**src/rtl/axis_lat_pkg.sv**
```systemverilog
// Shared types and helpers for the AXI-Stream latency monitor.
// Head flit layout, stage-1 bundle, framing states and arithmetic helpers.
package axis_lat_pkg;

    localparam int AXL_TDATA_W = 64;
    localparam int AXL_HALF_W  = AXL_TDATA_W / 2;
    localparam int AXL_TID_W   = 2;
    localparam int AXL_SUM_W   = 48;

    typedef logic [AXL_HALF_W-1:0] half_t;

    typedef struct packed {
        half_t ts;
        half_t seq;
    } head_flit_t;

    typedef struct packed {
        logic                 valid;
        logic [AXL_TID_W-1:0] tid;
        half_t                seq;
        half_t                lat;
        logic                 dest_bad;
        logic                 tid_bad;
    } stage_t;

    typedef enum logic {
        HEAD = 1'b0,
        BODY = 1'b1
    } frame_state_t;

    // Modular subtract: timestamp wrap yields the true elapsed cycles.
    function automatic half_t lat_sub(input half_t now, input half_t ts);
        return now - ts;
    endfunction

    function automatic logic [AXL_SUM_W-1:0] sat_add(
        input logic [AXL_SUM_W-1:0] acc,
        input half_t                val
    );
        logic [AXL_SUM_W:0] s;
        s = {1'b0, acc} + {{(AXL_SUM_W + 1 - AXL_HALF_W){1'b0}}, val};
        return s[AXL_SUM_W] ? '1 : s[AXL_SUM_W-1:0];
    endfunction

endpackage

```
**src/rtl/axis_latency_monitor_if.sv**
```systemverilog
// AXI-Stream sink-side bundle for the latency monitor.
// master drives the stream, slave consumes it and returns tready.
interface axis_latency_monitor_if
    import axis_lat_pkg::*;
#(
    parameter int TDATA_WIDTH = AXL_TDATA_W,
    parameter int TDEST_WIDTH = 2,
    parameter int TID_WIDTH   = AXL_TID_W
);
    logic                   tvalid;
    logic                   tready;
    logic [TDATA_WIDTH-1:0] tdata;
    logic                   tlast;
    logic [TID_WIDTH-1:0]   tid;
    logic [TDEST_WIDTH-1:0] tdest;

    modport master (
        output tvalid, tdata, tlast, tid, tdest,
        input  tready
    );

    modport slave (
        input  tvalid, tdata, tlast, tid, tdest,
        output tready
    );
endinterface

```
**src/rtl/axis_lat_stats_bank.sv**
```systemverilog
// Per-source packet counters and expected-sequence tracking.
// Consumes the stage-1 bundle and raises o_seq_err for the error flag.
module axis_lat_stats_bank
    import axis_lat_pkg::*;
#(
    parameter int NUM_ROUTERS = 4,
    parameter int COUNT_WIDTH = 32
)(
    input  logic                   clk,
    input  logic                   rst,
    input  logic                   clear,
    input  stage_t                 i_s1,
    output logic [COUNT_WIDTH-1:0] o_recv [NUM_ROUTERS],
    output logic [COUNT_WIDTH-1:0] o_total,
    output logic [COUNT_WIDTH-1:0] o_seq_errors,
    output logic                   o_seq_err
);
    logic [COUNT_WIDTH-1:0] r_recv [NUM_ROUTERS];
    half_t                  r_exp_seq [NUM_ROUTERS];
    logic [COUNT_WIDTH-1:0] r_total;
    logic [COUNT_WIDTH-1:0] r_seq_errors;
    half_t                  w_exp;
    logic                   w_upd;

    assign w_upd = i_s1.valid & ~i_s1.tid_bad;

    // Read in the update cycle itself: a same-tid packet one cycle
    // behind sees the freshly written entry with no extra bypass.
    always_comb begin
        w_exp = '0;
        for (int i = 0; i < NUM_ROUTERS; i++) begin
            if (i_s1.tid == AXL_TID_W'(i)) begin
                w_exp = r_exp_seq[i];
            end
        end
    end

    assign o_seq_err = w_upd & (i_s1.seq != w_exp);

    always_ff @(posedge clk) begin
        if (rst || clear) begin
            for (int i = 0; i < NUM_ROUTERS; i++) begin
                r_recv[i]    <= '0;
                r_exp_seq[i] <= '0;
            end
            r_total      <= '0;
            r_seq_errors <= '0;
        end else if (w_upd) begin
            // Match or resync, the next expected value is seq+1.
            for (int i = 0; i < NUM_ROUTERS; i++) begin
                if (i_s1.tid == AXL_TID_W'(i)) begin
                    r_recv[i]    <= r_recv[i] + 1'b1;
                    r_exp_seq[i] <= i_s1.seq + 1'b1;
                end
            end
            r_total <= r_total + 1'b1;
            if (o_seq_err) begin
                r_seq_errors <= r_seq_errors + 1'b1;
            end
        end
    end

    assign o_recv       = r_recv;
    assign o_total      = r_total;
    assign o_seq_errors = r_seq_errors;

endmodule

```
**src/rtl/axis_latency_monitor.sv**
```systemverilog
// AXI-Stream sink measuring per-packet latency and sequence order.
// Optional latency histogram enabled by AXIS_LAT_MONITOR_HIST_EN.
module axis_latency_monitor
    import axis_lat_pkg::*;
#(
    parameter int TDATA_WIDTH = AXL_TDATA_W,
    parameter int TDEST_WIDTH = 2,
    parameter int TID_WIDTH   = AXL_TID_W,
    parameter int TDEST       = 0,
    parameter int NUM_ROUTERS = 4,
    parameter int COUNT_WIDTH = 32,
`ifdef AXIS_LAT_MONITOR_HIST_EN
    parameter int HIST_BINS   = 16,
    parameter int HIST_SHIFT  = 2,
`endif
    parameter int SUM_WIDTH   = AXL_SUM_W
)(
    input  logic                     clk,
    input  logic                     rst,
    input  logic                     clear,
    input  logic [TDATA_WIDTH/2-1:0] ticks,
    axis_latency_monitor_if.slave    axis_in,
    output logic [COUNT_WIDTH-1:0]   recv_packets [NUM_ROUTERS],
    output logic [COUNT_WIDTH-1:0]   total_recv_packets,
    output logic [TDATA_WIDTH/2-1:0] lat_min,
    output logic [TDATA_WIDTH/2-1:0] lat_max,
    output logic [SUM_WIDTH-1:0]     lat_sum,
    output logic [COUNT_WIDTH-1:0]   seq_errors,
    output logic                     error
`ifdef AXIS_LAT_MONITOR_HIST_EN
    ,
    output logic [COUNT_WIDTH-1:0]   lat_hist [HIST_BINS]
`endif
);
    logic                   r_tready;
    frame_state_t           r_state;
    frame_state_t           w_state_nxt;
    logic                   w_hs;
    logic                   w_head;
    head_flit_t             w_flit;
    stage_t                 r_s1;
    logic                   w_seq_err;
    logic                   w_upd;
    half_t                  r_lat_min;
    half_t                  r_lat_max;
    logic [SUM_WIDTH-1:0]   r_lat_sum;
    logic                   r_error;

    always_ff @(posedge clk) begin
        if (rst) begin
            r_tready <= 1'b0;
        end else begin
            r_tready <= 1'b1;
        end
    end

    assign axis_in.tready = r_tready;
    assign w_hs           = axis_in.tvalid & r_tready;
    assign w_flit         = head_flit_t'(axis_in.tdata);

    always_ff @(posedge clk) begin
        if (rst || clear) begin
            r_state <= HEAD;
        end else begin
            r_state <= w_state_nxt;
        end
    end

    always_comb begin
        w_state_nxt = r_state;
        w_head      = 1'b0;
        unique case (r_state)
            HEAD: begin
                if (w_hs) begin
                    w_head = 1'b1;
                    if (!axis_in.tlast) begin
                        w_state_nxt = BODY;
                    end
                end
            end
            BODY: begin
                if (w_hs && axis_in.tlast) begin
                    w_state_nxt = HEAD;
                end
            end
            default: w_state_nxt = HEAD;
        endcase
    end

    always_ff @(posedge clk) begin
        if (rst || clear) begin
            r_s1 <= '0;
        end else begin
            r_s1.valid <= w_head;
            if (w_head) begin
                r_s1.tid      <= axis_in.tid;
                r_s1.seq      <= w_flit.seq;
                r_s1.lat      <= lat_sub(ticks, w_flit.ts);
                r_s1.dest_bad <= (axis_in.tdest != TDEST_WIDTH'(TDEST));
                r_s1.tid_bad  <= ({{(32 - TID_WIDTH){1'b0}}, axis_in.tid}
                                  >= 32'(NUM_ROUTERS));
            end
        end
    end

    axis_lat_stats_bank #(
        .NUM_ROUTERS (NUM_ROUTERS),
        .COUNT_WIDTH (COUNT_WIDTH)
    ) u_bank (
        .clk          (clk),
        .rst          (rst),
        .clear        (clear),
        .i_s1         (r_s1),
        .o_recv       (recv_packets),
        .o_total      (total_recv_packets),
        .o_seq_errors (seq_errors),
        .o_seq_err    (w_seq_err)
    );

    assign w_upd = r_s1.valid & ~r_s1.tid_bad;

    always_ff @(posedge clk) begin
        if (rst || clear) begin
            r_lat_min <= '1;
            r_lat_max <= '0;
            r_lat_sum <= '0;
            r_error   <= 1'b0;
        end else if (r_s1.valid) begin
            if (r_s1.tid_bad) begin
                r_error <= 1'b1;
            end else begin
                if (r_s1.lat < r_lat_min) begin
                    r_lat_min <= r_s1.lat;
                end
                if (r_s1.lat > r_lat_max) begin
                    r_lat_max <= r_s1.lat;
                end
                r_lat_sum <= sat_add(r_lat_sum, r_s1.lat);
                if (r_s1.dest_bad || w_seq_err) begin
                    r_error <= 1'b1;
                end
            end
        end
    end

    assign lat_min = r_lat_min;
    assign lat_max = r_lat_max;
    assign lat_sum = r_lat_sum;
    assign error   = r_error;

`ifdef AXIS_LAT_MONITOR_HIST_EN
    logic [COUNT_WIDTH-1:0] r_hist [HIST_BINS];
    half_t                  w_lat_sh;
    int                     w_bin;

    // Long latencies pile into the last bin.
    always_comb begin
        w_lat_sh = r_s1.lat >> HIST_SHIFT;
        w_bin    = 0;
        if (w_lat_sh >= half_t'(HIST_BINS - 1)) begin
            w_bin = HIST_BINS - 1;
        end else begin
            w_bin = int'(w_lat_sh);
        end
    end

    always_ff @(posedge clk) begin
        if (rst || clear) begin
            for (int b = 0; b < HIST_BINS; b++) begin
                r_hist[b] <= '0;
            end
        end else if (w_upd) begin
            for (int b = 0; b < HIST_BINS; b++) begin
                if (b == w_bin && r_hist[b] != '1) begin
                    r_hist[b] <= r_hist[b] + 1'b1;
                end
            end
        end
    end

    assign lat_hist = r_hist;
`endif

endmodule

```
**src/flat_wrapper.sv**
```systemverilog
// flat-port wrapper written by rule: the top's interface ports become plain ports
module axis_latency_monitor_flat import axis_lat_pkg::*;
#(
    parameter int TDATA_WIDTH = AXL_TDATA_W,
    parameter int TDEST_WIDTH = 2,
    parameter int TID_WIDTH   = AXL_TID_W,
    parameter int TDEST       = 0,
    parameter int NUM_ROUTERS = 4,
    parameter int COUNT_WIDTH = 32,

    parameter int SUM_WIDTH   = AXL_SUM_W
)
  (clk, rst, clear, ticks, recv_packets, total_recv_packets, lat_min, lat_max, lat_sum, seq_errors, error, axis_in_tvalid, axis_in_tdata, axis_in_tlast, axis_in_tid, axis_in_tdest, axis_in_tready);
  axis_latency_monitor_if #(.TDATA_WIDTH(TDATA_WIDTH), .TDEST_WIDTH(TDEST_WIDTH), .TID_WIDTH(TID_WIDTH)) axis_in_i ();
  input  logic clk;
  input  logic rst;
  input  logic clear;
  input  logic [TDATA_WIDTH/2-1:0] ticks;
  output logic [COUNT_WIDTH-1:0] recv_packets[NUM_ROUTERS];
  output logic [COUNT_WIDTH-1:0] total_recv_packets;
  output logic [TDATA_WIDTH/2-1:0] lat_min;
  output logic [TDATA_WIDTH/2-1:0] lat_max;
  output logic [SUM_WIDTH-1:0] lat_sum;
  output logic [COUNT_WIDTH-1:0] seq_errors;
  output logic error;
  input wire logic [$bits(axis_in_i.tvalid)-1:0] axis_in_tvalid;
  input wire logic [$bits(axis_in_i.tdata)-1:0] axis_in_tdata;
  input wire logic [$bits(axis_in_i.tlast)-1:0] axis_in_tlast;
  input wire logic [$bits(axis_in_i.tid)-1:0] axis_in_tid;
  input wire logic [$bits(axis_in_i.tdest)-1:0] axis_in_tdest;
  output wire logic [$bits(axis_in_i.tready)-1:0] axis_in_tready;
  assign axis_in_i.tvalid = axis_in_tvalid;
  assign axis_in_i.tdata = axis_in_tdata;
  assign axis_in_i.tlast = axis_in_tlast;
  assign axis_in_i.tid = axis_in_tid;
  assign axis_in_i.tdest = axis_in_tdest;
  assign axis_in_tready = axis_in_i.tready;
  axis_latency_monitor #(.TDATA_WIDTH(TDATA_WIDTH), .TDEST_WIDTH(TDEST_WIDTH), .TID_WIDTH(TID_WIDTH), .TDEST(TDEST), .NUM_ROUTERS(NUM_ROUTERS), .COUNT_WIDTH(COUNT_WIDTH), .SUM_WIDTH(SUM_WIDTH)) u_core (.clk(clk), .rst(rst), .clear(clear), .ticks(ticks), .axis_in(axis_in_i), .recv_packets(recv_packets), .total_recv_packets(total_recv_packets), .lat_min(lat_min), .lat_max(lat_max), .lat_sum(lat_sum), .seq_errors(seq_errors), .error(error));
endmodule
```
**config.mk**
```make
export PLATFORM = sky130hd
export DESIGN_NAME = axis_latency_monitor_flat
export DESIGN_NICKNAME = d
export VERILOG_FILES = /design/src/rtl/axis_lat_pkg.sv /design/src/rtl/axis_latency_monitor_if.sv /design/src/rtl/axis_lat_stats_bank.sv /design/src/rtl/axis_latency_monitor.sv /design/src/flat_wrapper.sv
export SDC_FILE = /design/constraint.sdc
export NUM_CORES = 1
export LEC_CHECK = 0
export CAP_MARGIN = 0
export CORE_MARGIN = 5
export CORE_UTILIZATION = 55
export CTS_CLUSTER_SIZE = 20
export DETAILED_ROUTE_END_ITERATION = 16
export GPL_TIMING_DRIVEN = 0
export PLACE_DENSITY = 0.83
export SYNTH_ARGS = -nofsm -noshare
export SYNTH_HDL_FRONTEND = slang
export SYNTH_SLANG_ARGS = --single-unit
```
**constraint.sdc**
```tcl
create_clock -name clk -period 9.1 [get_ports clk]
set_input_delay 1.365 -clock clk [delete_from_list [all_inputs] [get_ports clk]]
set_output_delay 1.365 -clock clk [all_outputs]
set_load 0.02 [all_outputs]
```
==> impl_summary.md, run 1 <==
STA
The clock period could shrink to 4.38 ns. The slew at the pin closest to its max-slew limit is 1.11 ns. Setup repair after global routing left no endpoint under its margin. Of the available clock period, the critical path in the final layout requires 0.481. Based on the critical path, the design can be clocked at up to 229 MHz. The worst setup skew after layout is 0.0382 ns. The setup total negative slack is 0 ns. The total of endpoints with negative setup slack in the final report is 0. The worst slew margin relative to its limit is 0.261. The final hold violation count is 0. The number of pins exceeding their max-slew limit in the final report is 0.

On the final layout, the worst hold slack is 0.493 ns.

Critical path
The most numerous cell type found on the critical path is sky130_fd_sc_hd__clkbuf_1. On the critical path, the stage with the largest delay is an instance of sky130_fd_sc_hd__nand2_2. The kind of start point of the critical path is an input pin. The worst setup path is captured at a flop. Walking the worst path, the cells encountered are clkdlybuf4s50_1 -> nor2_1 -> clkbuf_1 -> clkbuf_1 -> nand2_2. In this run the worst path has a maximum fanout of 32. The number of buffer and inverter instances along the worst setup path is 3. The classification of the worst setup path is input pin to flop. Broken down by cell family, the worst path's largest delay share belongs to buffers and inverters. Data on the critical path is required at its endpoint by 9.22 ns. For the worst setup path, the data arrival time is 4.50 ns. For this run, the slowest stage of the critical path takes 0.72 ns.

Worst hold path
The classification of the worst-slack hold path is flop to flop.

Clock network
TritonCTS built the clock tree. No sink is reached through more buffers than the 3 on the longest clock path. Post-CTS repair changed the size of 0 cells. In this run, CTS created clock tree buffers numbering 52.

The number of post-CTS setup repair buffers is 0. The H-tree was split into 2 levels. The number of hold buffers added after CTS is 0.

After clock tree synthesis, the clock-pin slew on the worst setup and hold paths is 0.06 ns. The tree built by TritonCTS fans out to 503 sinks. The master cell of the clock root buffer is sky130_fd_sc_hd__clkbuf_16. The source-to-sink clock delay at the later pin of the worst-skew pair is 0.63 ns.

Power
The leakage power of the design is 12.1 nW. The cell area power density is 157 nW/µm². The worst supply voltage drop on vdd is 159 µV.

Drt
In the routed layout, each cell is associated on average with a via count of 5.94. The iteration count of the initial detailed-routing pass is 6. The post-detailed-route DRC marker count is 0. In this run, the number of DRC markers left after iteration 0 of detailed routing was 1678. The final wirelength is 81000 µm. The post-route antenna net violation count is 0. Dividing the detail-routed wire length by the instance count gives 21.0 µm. The routed layout has 22900 vias.

Floorplan
The horizontal die dimension is 225 µm. The core box area is 45500 µm². In this run the vertical extent of the chip is 225 µm. The initialized floorplan defines 78 standard-cell rows.

The boundary pin count is 411. The total die area is 50500 µm². The initial cell density of the core is 0.558.

Yosys
The top cell type's share of synthesized area is 0.296. In this run, synthesis inferred 128 flip-flops with an integrated enable. The number of storage elements in the synthesis netlist is 503. Summing every instance area after synthesis gives 25400 µm². By area the synthesized netlist is led by sky130_fd_sc_hd__dfxtp_1 (30%), sky130_fd_sc_hd__edfxtp_1 (15%), sky130_fd_sc_hd__ha_1 (6.6%). For this run, the register share of the synthesized area comes to 0.447.

In the synthesized netlist, the number of instances is 2754. The share of synthesized flip-flops with an asynchronous set or reset is 0. The cell type contributing the most total cell area after synthesis is sky130_fd_sc_hd__dfxtp_1. The mean cell area of the mapped netlist is 9.21 µm². During synthesis, Yosys emitted a total of 0 warnings. Synthesis instantiated 73 different standard cells from the library. For this run, the leading register cell type out of synthesis is sky130_fd_sc_hd__dfxtp_1. When the netlist entered floorplanning its net count stood at 2994.

GRT
For this run, the total global-route usage over all layers was measured as 0.307. The global-route wire length before repair is 124000 µm. The number of global-route vias before repair came to 22600. Entering global routing, the biggest net connects 33 pins. The initial antenna violation count was 1.

Global routing finished with a remaining overflow of 0.

Place
Input and output buffers added on the ports amount to 410. The placer's final routability congestion estimate is 0.927. The HPWL after detailed placement is 62300 µm.

Cells and area
In the final layout, the share of cells above drive strength 1 is 0.0573. The most frequent standard cell in the layout excluding fill and tap cells is sky130_fd_sc_hd__clkdlybuf4s50_1. 0 antenna diodes ended up in the layout.

The top cell types in the final layout, fill and taps aside, are sky130_fd_sc_hd__clkdlybuf4s50_1 (410), sky130_fd_sc_hd__nor2_1 (382), sky130_fd_sc_hd__dfxtp_1 (375). For this run, the post-layout net count is 3461. The area growth from synthesis to final layout is 26.7%.

Job
The tool flagged a number of max-cap violations equal to 0.

Run status
The flow ran to the end, and the final reports show no timing, DRC or antenna violations.
[registers in the layout (all words and copies together), names as in the netlist, named ones only]
| signal | cells |
|---|---|
| u_core.error | 1 |
| u_core.u_bank.o_recv | 128 |
| u_core.u_bank.r_exp_seq | 128 |
| u_core.axis_in.tready | 1 |
| u_core.u_bank.o_total | 32 |
| u_core.r_s1 | 68 |
| u_core.lat_sum | 48 |
| u_core.lat_max | 32 |
| u_core.lat_min | 32 |
| u_core.u_bank.o_seq_errors | 32 |
[cell usage after synthesis (all sizes together), types with 4 or more instances]
cell type and number:
a2111oi 5, a211oi 14, a21boi 4, a21o 41, a21oi 160, a31oi 48, and2 18, and3 61
and4 25, buf 25, clkbuf 104, dfxtp 375, edfxtp 128, ha 133, inv 123, mux2i 7
mux4 32, nand2 236, nand2b 14, nand3 146, nand4 63, nor2 383, nor2b 6, nor3 59
nor4 8, o2111ai 4, o211ai 8, o21a 8, o21ai 80, o21bai 7, o221a 30, o31ai 37
or2 5, or3 38, xnor2 125, xor2 153
[routing by layer]
metal  vias to the layer above  global-route usage  routed length (µm)
li1                      10700                   -                   -
met2                      1085               0.510               38100
met3                       214              0.0703                7540
met4                         0               0.143                4060
met5                         -                   0                   0
met1                     11000               0.380               31300
[worst min-delay path, cell delays in order (launching register included)]
cell                      delay (ns)
sky130_fd_sc_hd__dfxtp_1        0.32
sky130_fd_sc_hd__nand2_1        0.05
sky130_fd_sc_hd__o21ai_0        0.06
[path summary, 6_finish.rpt]
kind,start,slack [ns],cells after the start,to
max reg2reg,u_core.r_s1[67],5.21,12,u_core.u_bank.o_seq_errors[29]
min reg2reg,u_core.lat_max[0],0.49,2,u_core.lat_max[0]
min,u_core.lat_max[0],0.49,2,u_core.lat_max[0]
max,rst,4.72,5,u_core.u_bank.r_exp_seq[1][29]
[stage by stage]
| stage | cells | worst slack (ns) | total power, mW | util | area (µm²) |
|---|---|---|---|---|---|
| 2_1_floorplan | 2754 | 5.13 | 2.65 | - | 25400 |
| 3_5_place_dp | 3767 | 4.16 | 2.81 | 0.666 | 30300 |
| 4_1_cts | 3864 | 4.77 | 5.05 | 0.707 | 32100 |
| 5_1_grt | 3864 | 4.59 | 5.19 | 0.707 | 32100 |
| 6_report | 3864 | 4.72 | 5.04 | 0.707 | 32100 |
| 3_3_place_gp | 3764 | 2.58 | 2.80 | 0.665 | 30200 |
[power breakdown]
group          leakage, nW  internal [mW]  switching [mW]
clock network        0.887           1.34           0.927
registers             4.46           2.33          0.0344
logic                 6.77          0.170           0.241
[cell type report]
class,count,area [µm²]
Sequential cell,503,11400
Multi-Input combinational cell,1999,13100
Timing Repair Buffer,413,4160
Tap cell,600,751
Fill cell,3436,13300
Clock buffer,73,1480
Clock inverter,24,354
Buffer,129,520
Inverter,123,462
[logic make-up (layout without fill, tap and decap cells)]
family	Yosys count	in the layout	synth area share
fa+ha+maj	135	135	0.0672
buf+inv	252	762	0.0387
compound gates	472	472	0.121
flops	503	503	0.447
simple gates	1075	1075	0.199
mux	39	39	0.0312
xor+xnor	278	278	0.0959
(Power assumes the default switching activity.)
==> inputs of run 2 (changes only) <==
--- a/config.mk
+++ b/config.mk
@@ -7,11 +7,11 @@
 export LEC_CHECK = 0
 export CAP_MARGIN = 0
 export CORE_MARGIN = 5
-export CORE_UTILIZATION = 55
+export CORE_UTILIZATION = 49
 export CTS_CLUSTER_SIZE = 20
 export DETAILED_ROUTE_END_ITERATION = 16
 export GPL_TIMING_DRIVEN = 0
-export PLACE_DENSITY = 0.83
+export PLACE_DENSITY = 0.78
 export SYNTH_ARGS = -nofsm -noshare
 export SYNTH_HDL_FRONTEND = slang
 export SYNTH_SLANG_ARGS = --single-unit
==> constraint.sdc (replaced) <==
create_clock -name clk -period 3.9 [get_ports clk]
set_input_delay 0.585 -clock clk [delete_from_list [all_inputs] [get_ports clk]]
set_output_delay 0.585 -clock clk [all_outputs]
set_load 0.02 [all_outputs]
==> run 2 against run 1 <==
  * Global-route usage fell by 3.3 points
  * Clock power up 130%
  * Critical path depth is 7 higher
  * Die area increased by 12%
  * Via count shrank 1.2%
  * Core utilization shrank 7.8 points
  * Clock-buffer cell count shrank 4
  * Critical path type is now flop to flop
  * Critical endpoint is now u_core.u_bank.o_seq_errors[31]
==> impl_summary.md, run 2 (same netlist as run 1, synthesis figures left out) <==
STA
The worst setup skew after layout was 0.0244 ns (-0.0138 ns). The worst slew margin relative to its limit came to 0.326 (+0.0647). Based on the critical path, the design can be clocked at up to 271 MHz.

The number of pins exceeding their max-slew limit in the final report is 0 (unchanged). The setup total negative slack was 0 ns (unchanged). The slew at the pin closest to its max-slew limit is 1.01 ns (-0.0971 ns). Dividing the final minimum period by the clock period gives 0.947. The total of endpoints with negative setup slack in the final report is 0 (unchanged). After layout, the minimum clock period comes to 3.69 ns. The final hold violation count is 0 (unchanged).

Setup repair after global routing left no endpoint under its margin.

Power
The cell area power density is 362 nW/µm² (+130%). The worst supply voltage drop on vdd is 321 µV (+100%). The leakage power of the design is 12.1 nW (about the same).

Cells and area
Leaving out fill and tap cells, the most frequent cell in the layout is sky130_fd_sc_hd__clkdlybuf4s50_1. The number of nets in the layout is 3462 (+0.029%). The share of post-route cells with drive strength above 1 is 0.0597 (+0.00243). The total inserted antenna cells was 0 (unchanged). The library cells used most frequently in the layout, excluding fill and tap cells, are sky130_fd_sc_hd__clkdlybuf4s50_1 (410), sky130_fd_sc_hd__nor2_1 (382), sky130_fd_sc_hd__dfxtp_1 (375).

Compared with the post-synthesis result, the final layout area differs by 27.1%. The final cell area excluding filler cells was 32200 µm² (+0.32%). The layout filler cell count was 4243 (+23%).

Run status
The flow ran to the end, and the final reports show no timing, DRC or antenna violations.

Floorplan
The total number of placement rows is 83 (+6.4%). The vertical die dimension came to 238 µm (+5.7%). The boundary pin count is 411 (unchanged). The total die area is 56400 µm² (+12%). The core box area is 51300 µm² (+13%). The initial cell density of the core is 0.495 (-0.0633). The horizontal die dimension is 238 µm (+5.7%).

Critical path
The required time reported for the critical path endpoint was 4.38 ns (-4.84 ns). The classification of the worst setup path is flop to flop. The worst setup path is launched from a flop. The critical-path maximum fanout is 10 (-69%).

The internal reg-to-reg setup slack is 0.21 ns (-5.00 ns). STA classifies the critical path endpoint as a flop. The data arrival time of the critical path is 4.17 ns (-0.33 ns).

Worst hold path
The worst hold path belongs to the class flop to flop.

Drt
The number of violations reported at the end of detailed-routing iteration 0 is 1904 (+13%). The post-detailed-route wirelength per cell is 20.6 µm (-1.8%). The final wirelength is 81200 µm (+0.26%). The post-detailed-route DRC marker count is 0 (unchanged). The number of vias per cell after detailed routing is 5.74 (-3.3%). The total number of vias is 22700 (-1.2%). The post-route antenna net violation count is 0 (unchanged).

The iteration count of the initial detailed-routing pass was 5 (-1).

Clock network
TritonCTS built the clock tree. The number of hold buffers added after CTS is 0 (unchanged). The master cell of the clock root buffer is sky130_fd_sc_hd__clkbuf_16. The post-CTS clock slew at the launch and capture registers of the worst setup and hold paths is 0.07 ns (about the same).

The source-to-sink clock delay at the later pin of the worst-skew pair is 0.63 ns (about the same). The maximum clock path buffer count was 3 (unchanged). The clock sink count is 503 (unchanged). The number of CTS-inserted buffers was 53 (+1.9%). The CTS H-tree depth is 2 (unchanged).

GRT
The number of global-route vias before repair is 22200 (-1.9%). The pin count of the biggest net entering global routing is 33 (unchanged). The initial antenna violation count is 0 (-1).

The total global routing track utilization was 0.274 (-0.0331). The global-route wire length before repair is 124000 µm (about the same). The sum of overflow across all layers after global routing was 0 (unchanged).

Place
The quantity of I/O buffers inserted on ports is 410 (unchanged). The placer's final routability congestion estimate came to 0.930 (+0.27%). The sum of net half-perimeters after detailed placement is 62600 µm (+0.50%). The cell area after placement is 30400 µm² (+0.40%).

Job
The number of maximum-capacitance constraint violations came to 0 (unchanged).
[run 2: worst paths after layout]
kind	from	to	cells past startpoint
hold reg to reg	u_core.r_s1[65]	u_core.r_s1[65]	2
setup reg to reg	u_core.r_s1[67]	u_core.u_bank.o_seq_errors[31]	12
setup / recovery	u_core.r_s1[67]	u_core.u_bank.o_seq_errors[31]	12
hold / removal	u_core.r_s1[65]	u_core.r_s1[65]	2
[run 2: power breakdown]
group          switching, mW  internal [mW]  total, mW
Combinational          0.569          0.400      0.969
Sequential            0.0795           5.43       5.51
Clock                   2.22           2.97       5.19
Total                   2.86           8.80       11.7
[run 2: layer usage]
layer	routed length, µm	share of wire	global-route usage
met5	0	0	0
met3	6040	0.074	0.0500
met2	38500	0.47	0.462
met4	3240	0.040	0.105
met1	33400	0.41	0.352
[run 2: cell type report]
type                    instances  area [µm²]  share of cell area
flip-flops and latches        503       11400               0.352
well taps                     680         851              0.0264
inverters                     123         462              0.0143
repair buffers                413        4190               0.130
clock inverters                29         302             0.00935
clock buffers                  69        1490              0.0461
multi-input cells            1999       13100               0.406
plain buffers                 129         522              0.0162
[run 2: per-stage QoR]
| stage | hold WS (ns) | std cells | power, mW | setup slack [ns] | utilization |
|---|---|---|---|---|---|
| 2_1_floorplan | 0.470 | 2754 | 6.18 | 0.340 | - |
| 3_3_place_gp | 0.476 | 3844 | 6.54 | -1.79 | 0.591 |
| 4_1_cts | 0.480 | 3945 | 11.7 | 0.114 | 0.628 |
| 6_report | 0.495 | 3945 | 11.7 | 0.207 | 0.629 |
| 3_5_place_dp | 0.484 | 3847 | 6.57 | -0.302 | 0.593 |
| 5_1_grt | 0.492 | 3945 | 12.0 | 0.0295 | 0.629 |
[run 2: critical path: stages (launching register included)]
cell,delay (ns)
sky130_fd_sc_hd__dfxtp_1,0.35
sky130_fd_sc_hd__buf_1,0.63
sky130_fd_sc_hd__mux4_2,0.42
sky130_fd_sc_hd__xnor2_1,0.28
sky130_fd_sc_hd__nand4_1,0.15
sky130_fd_sc_hd__nor4_1,0.41
sky130_fd_sc_hd__a21oi_1,0.27
sky130_fd_sc_hd__buf_2,0.27
sky130_fd_sc_hd__and3_1,0.21
sky130_fd_sc_hd__buf_2,0.19
sky130_fd_sc_hd__nand4_1,0.14
sky130_fd_sc_hd__xor2_1,0.16
sky130_fd_sc_hd__nor2_1,0.05
[run 2: timing repair]
action,4_1_cts,5_1_grt
buffers inserted,0,0
setup endpoints to repair,0,52
resized for setup,0,4
